**src/rtl/digit_serial_addsub.sv**
```systemverilog
// Digit-serial adder/subtractor: one DIGIT-bit slice with a registered carry processes
// a WIDTH-bit operation LSB digit first, with valid/ready handshakes on both sides.
module digit_serial_addsub #(
    parameter int WIDTH = 16,
    parameter int DIGIT = 4
) (
    input  logic             clk,
    input  logic             rst,
    input  logic             in_valid,
    output logic             in_ready,
    input  logic [WIDTH-1:0] a,
    input  logic [WIDTH-1:0] b,
    input  logic             cin,
    input  logic             sub,
    output logic             out_valid,
    input  logic             out_ready,
    output logic [WIDTH-1:0] sum,
    output logic             cout,
    output logic             ovf
);

    localparam int NDIG  = WIDTH / DIGIT;
    localparam int CNT_W = (NDIG > 1) ? $clog2(NDIG) : 1;

    typedef enum logic [1:0] {
        S_IDLE,
        S_RUN,
        S_DONE
    } state_t;

    state_t             r_state;
    state_t             w_next;
    logic [WIDTH-1:0]   r_a;
    logic [WIDTH-1:0]   r_b;
    logic [WIDTH-1:0]   r_sum;
    logic               r_carry;
    logic               r_cout;
    logic               r_ovf;
    logic [CNT_W-1:0]   r_cnt;
    logic               w_last;
    logic [DIGIT:0]     w_slice;
    logic               w_c_msb;

    // Operands shift right each digit, so the slice always reads the low DIGIT bits.
    assign w_last  = (r_cnt == CNT_W'(NDIG - 1));
    assign w_slice = {1'b0, r_a[DIGIT-1:0]} + {1'b0, r_b[DIGIT-1:0]} + {{DIGIT{1'b0}}, r_carry};
    // Carry into the top bit recovered from that bit's sum: c = a ^ b ^ s.
    assign w_c_msb = r_a[DIGIT-1] ^ r_b[DIGIT-1] ^ w_slice[DIGIT-1];

    // NOTE: state and datapath registers use non-blocking assignments so every
    // register samples pre-edge values regardless of block ordering.
    always_ff @(posedge clk) begin
        if (rst) r_state <= S_IDLE;
        else     r_state <= w_next;
    end

    // NOTE: next-state logic assigns a default first so no path infers a latch.
    always_comb begin
        w_next = r_state;
        unique case (r_state)
            S_IDLE: if (in_valid)  w_next = S_RUN;
            S_RUN:  if (w_last)    w_next = S_DONE;
            S_DONE: if (out_ready) w_next = S_IDLE;
            default:               w_next = S_IDLE;
        endcase
    end

    always_ff @(posedge clk) begin
        if (rst) begin
            r_a     <= '0;
            r_b     <= '0;
            r_sum   <= '0;
            r_carry <= 1'b0;
            r_cout  <= 1'b0;
            r_ovf   <= 1'b0;
            r_cnt   <= '0;
        end else begin
            unique case (r_state)
                S_IDLE: begin
                    if (in_valid) begin
                        r_a     <= a;
                        r_b     <= sub ? ~b : b;
                        r_carry <= sub ? ~cin : cin;
                        r_cnt   <= '0;
                    end
                end
                S_RUN: begin
                    r_a     <= r_a >> DIGIT;
                    r_b     <= r_b >> DIGIT;
                    r_carry <= w_slice[DIGIT];
                    r_sum[int'(r_cnt)*DIGIT +: DIGIT] <= w_slice[DIGIT-1:0];
                    r_cnt   <= r_cnt + 1'b1;
                    if (w_last) begin
                        r_cout <= w_slice[DIGIT];
                        r_ovf  <= w_c_msb ^ w_slice[DIGIT];
                    end
                end
                default: ;
            endcase
        end
    end

    assign in_ready  = (r_state == S_IDLE);
    assign out_valid = (r_state == S_DONE);
    assign sum       = r_sum;
    assign cout      = r_cout;
    assign ovf       = r_ovf;

endmodule

```
**config.mk**
```make
export PLATFORM = sky130hd
export DESIGN_NAME = digit_serial_addsub
export DESIGN_NICKNAME = d
export VERILOG_FILES = /design/src/rtl/digit_serial_addsub.sv
export SDC_FILE = /design/constraint.sdc
export NUM_CORES = 1
export LEC_CHECK = 0
export BUFFER_PORTS_ARGS = -buffer_cell sky130_fd_sc_hd__buf_4
export CORE_AREA = 5 5 98 100
export DETAILED_ROUTE_END_ITERATION = 8
export DIE_AREA = 0 0 103 105
export PLACE_DENSITY = 0.63
export SLEW_MARGIN = 20
export SYNTH_ARGS = -nofsm -noshare
export SYNTH_HDL_FRONTEND = slang
export SYNTH_SLANG_ARGS = --single-unit
```
**constraint.sdc**
```tcl
create_clock -name clk -period 2.3 [get_ports clk]
set_input_delay 0.345 -clock clk [delete_from_list [all_inputs] [get_ports clk]]
set_output_delay 0.345 -clock clk [all_outputs]
set_load 0.01 [all_outputs]
```
Word-level counts from Yosys, hierarchy flattened
Cells that the tools add are included.

word-level totals
  logic and storage cells = 45
  input bits = 38
  register bits = 55

cells by class
  bitwise gates (word level) = 5
  reductions and logical operators = 5
  shift operators = 2
  equal/unequal tests = 6
  mux-type cells = 15
  $add $sub $neg = 4

operators with widths
  operator                   number
  $pmux W16 S2               2
  $mux W16                   3
  $neg A4 Y33                1
  $shift A4 B33 Y16 const A  1
  $shiftx A4 B33 Y16         1
  $bwmux W16                 1
  $not A16 Y16               1
  $mux W2                    4
  $pmux W2 S3                1
  $add A4 B4 Y5              1
  $add A5 B1 Y5              1
  $eq A2 B2 Y1 const B       2
  $ne A2 B2 Y1 const B       2
  $pmux W2 S2                1
  $reduce_and A2 Y1          2
  $reduce_and A3 Y1          1
  $xor A1 B1 Y1              3
  $add A2 B1 Y2 const B      1
  $eq A2 B1 Y1 const B       1
  $logic_not A2 Y1           1
  $mux W1                    2
  $ne A2 B1 Y1 const B       1
  $pmux W1 S2                1
  $reduce_bool A2 Y1         1
  $not A1 Y1                 1

Depth between registers and ports, before layout
  word-level depth = 4
  mapped depth = 7
  mapped depth without buffers = 6

Worst setup path after synthesis
Ideal clock, no wire load.

  path kind = flip-flop to flip-flop
  from = register r_a[0]
  to = register r_ovf, in the netlist ovf
  period minus slack after synthesis = 1.994 ns
  path buffers = 0
  stages on the path, launching flop included = 7
  path slack = 0.306 ns
  arrival time = 1.903 ns
  cells stage by stage = dfxtp_1 > fa_1 > fa_1 > a21o_1 > a21oi_1 > xor2_1 > a311oi_1

between the ends
  cells in the longest elaborated chain, start to end = 4

ends and longest elaborated chain
  element                 RTL line  RTL
  start, declared         33        logic [WIDTH-1:0] r_a;
  start signal, assigned  88        r_a <= r_a >> DIGIT;
  $add A4 B4 Y5 *         46        assign w_slice = {1'b0, r_a[DIGIT-1:0]} + {1'b0, r_b[DIGIT-1:0]} + {{DIGIT{1'b0}}, r_carry};
  $add A5 B1 Y5 *         46
  $xor A1 B1 Y1           48        assign w_c_msb = r_a[DIGIT-1] ^ r_b[DIGIT-1] ^ w_slice[DIGIT-1];
  $xor A1 B1 Y1 *         95        r_ovf <= w_c_msb ^ w_slice[DIGIT];
  end signal, assigned    95
  end, declared           38        logic r_ovf;

Every way passes the cells marked *; elsewhere a longest branch is shown, timed or not.
A chain may end at the register's enable or synchronous reset.

Worst setup path in the final report
Same ends and word-level chain as after synthesis.

==> results.yml <==
synthesis:
  async_flop_share_pct: 0
  ys_top_cells_by_count: "nor2_1 (65), dfxtp_1 (55), a22oi_1 (34)"
  synth_edf_count: 0
  synthFlopType: "dfxtp_1"
  syn_area_um2: 2750
  synth_area_leaders: "dfxtp_1 (40%), a22oi_1 (9.3%), nor2_1 (8.9%)"
  synth_top_area_share_pct: 40.1
  synth.most_common_cell: "nor2_1"
  yosysTopAreaCell: "dfxtp_1"
  ys_ff_latch: 55
  yosysSeqAreaShare_pct: 40.1
  avgSynthCellArea_um2: 8.48
  synthCells: 324
  synth_fp_nets: 373
  yosys_warnings: 0
  synth_cell_types: 39
power:
  p_comb_share_pct: 18.0
  leakagePower_uw: 0.00140
  ir_worst_vdd_uv: 241
  power_frac_clock_pct: 31.9
  p_int_uw: 1510
  power.total_uw: 2080
  powerDensity_nw_per_um2: 628
  power.switching_uw: 575
  switching_share_pct: 27.6
  seq_power_share_pct: 50.1
critical_path:
  max_stage_delay_ns: 0.47
  crit_chain: "fa_1 -> fa_1 -> a21o_1 -> a21oi_1 -> xor2_1 -> a311oi_1"
  cp_data_arrival_time_ns: 2.35
  crit_slowest_cell: "fa_1"
  crit_family: "adder cells"
  crit_buf_inv: 0
  cp_max_fo: 3
  critPathCaptureType: "register"
  crit_top_cell: "fa_1"
  start_kind: "register"
  critPathKind: "register to register"
  required_ns: 2.53
die:
  die-area_um2: 10800
  rows: 34
  die_height_um: 105
  io_pins: 58
  core-area_um2: 8590
  start_util_pct: 32.0
  die_x_um: 103
timing:
  tns_ns: 0
  clock.fmax_ghz: 0.471
  setup_viol: 0
  final_max_slew_viol_count: 0
  rsz0062_at_grt: "false"
  hold_violations: 0
  worst_pin_slew_ns: 1.01
  fin_crit_ns: 2.13
  relSlewSlack_pct: 32.9
  finClkSkew_ns: 0.00847
  finalCritPeriodShare_pct: 92.4
place:
  port_buffers: 57
  hpwl_um: 4450
  gp_congestion: 0.752
  dpl_cell_area_um2: 3200
clock_tree:
  clk-insertion-delay-late_ns: 0.32
  numCtsBuffers: 5
  clockBufferDepth: 2
  cts_tree: "yes"
  cts_resized: 0
  cts_sinks: 55
  cts_hold_buffers: 0
  cts_setup_buffers: 0
  path_clk_slew_ns: 0.11
  cts_max_level: 2
  cts_root_buffer: "clkbuf_8"
drt:
  firstDrtPassIters: 4
  drt-total-wl_um: 6290
  drc: 0
  dr_total_vias: 2319
  final_antenna_net_count: 0
  routed_via_density: 4.86
  wl_per_cell_um: 13.2
  drt_iter0_markers: 123
grt:
  antenna_found_initial: 0
  grt_pass1_wl_um: 11000
  track_usage_pct: 12.3
  grt_overflow_total: 0
  grt_max_degree: 57
  grt_pass1_vias: 2353
finish:
  antennaDiodeCount: 0
  fin_area_um2: 3320
  fill_cells: 919
  area_growth_pct: 20.8
  drive_gt1_share_pct: 20.9
  nets: 417
job:
  maxCapViolations: 0
run_status:
  status: "finished clean"
min_path:
  hold_class: "input port to register"
## layout make-up
type / instances / area (um^2) / area share, %
multi-input combinational: 244 / 1510 / 45.6
sequential: 55 / 1100 / 33.2
timing repair buffer: 59 / 443 / 13.3
tap: 108 / 135 / 4.07
clock buffer: 5 / 68.8 / 2.07
clock inverter: 3 / 47.5 / 1.43
inverter: 3 / 11.3 / 0.339
## flip-flops by register name (all words and copies together), names as in the netlist
register	flops
cout	1
r_state	2
sum	16
r_b	16
r_cnt	2
ovf	1
r_a	16
r_carry	1
## through the flow
stage	util (%)	cells	hold slack [ns]	worst slack, ns
6_report	38.6	477	0.273	0.175
5_1_grt	38.6	477	0.293	0.0160
4_1_cts	38.6	477	0.262	0.156
3_5_place_dp	37.3	469	0.451	0.189
3_3_place_gp	37.3	469	0.445	0.230
2_1_floorplan	-	324	0.464	0.306
## kinds of logic after synthesis
logic type                 count (synthesis)  synth area share [%]
buffers and inverters                     25                  4.92
xor gates and xnor gates                  19                  6.05
AOI/OAI and AO/OA                         74                  18.2
and+or+nand+nor                          140                  25.3
adders and majority gates                 11                  5.55
DFF                                       55                  40.1
## path summary, 6_finish.rpt
check,startpoint,end,slack (ns),depth (start not counted)
worst max-delay path,r_a[0],ovf,0.17,6
worst min register to register,sum[15],sum[15],0.46,2
worst max register to register,r_a[0],ovf,0.17,6
worst min-delay path,a[13],r_a[13],0.27,3
## layer usage
layer,wire (um),track usage (%)
met1,2880,16.8
met5,0,0
met3,384,3.00
met4,62,3.05
met2,2960,19.5
## worst register-to-register path, stage by stage (launching register included)
cell and delay (ns):
dfxtp_1 0.34, fa_1 0.47, fa_1 0.42, a21o_1 0.19
a21oi_1 0.25, xor2_1 0.10, a311oi_1 0.25
## power groups by stage
stage	combinational, uW	clock, uW	sequential (uW)
global route	432	718	1050
finish	376	664	1040
detailed placement	380	0	1070
CTS	382	687	1040
global placement	375	0	1070
floorplan	278	0	1060
## cells in the final DEF (no fill, tap or decap), types with 2 or more instances in the layout
cell / instances
nor2_1: 65
inv_1: 3
xor2_1: 19
fa_1: 2
o21ai_0: 12
a21oi_1: 18
a311oi_1: 2
nor2_2: 2
buf_4: 59
a22oi_1: 34
dfxtp_1: 55
nand2b_1: 3
nand3_1: 2
nand2_1: 22
nor3_1: 12
nor2b_1: 24
ha_1: 9
clkbuf_8: 5
(Power assumes the default switching activity.)
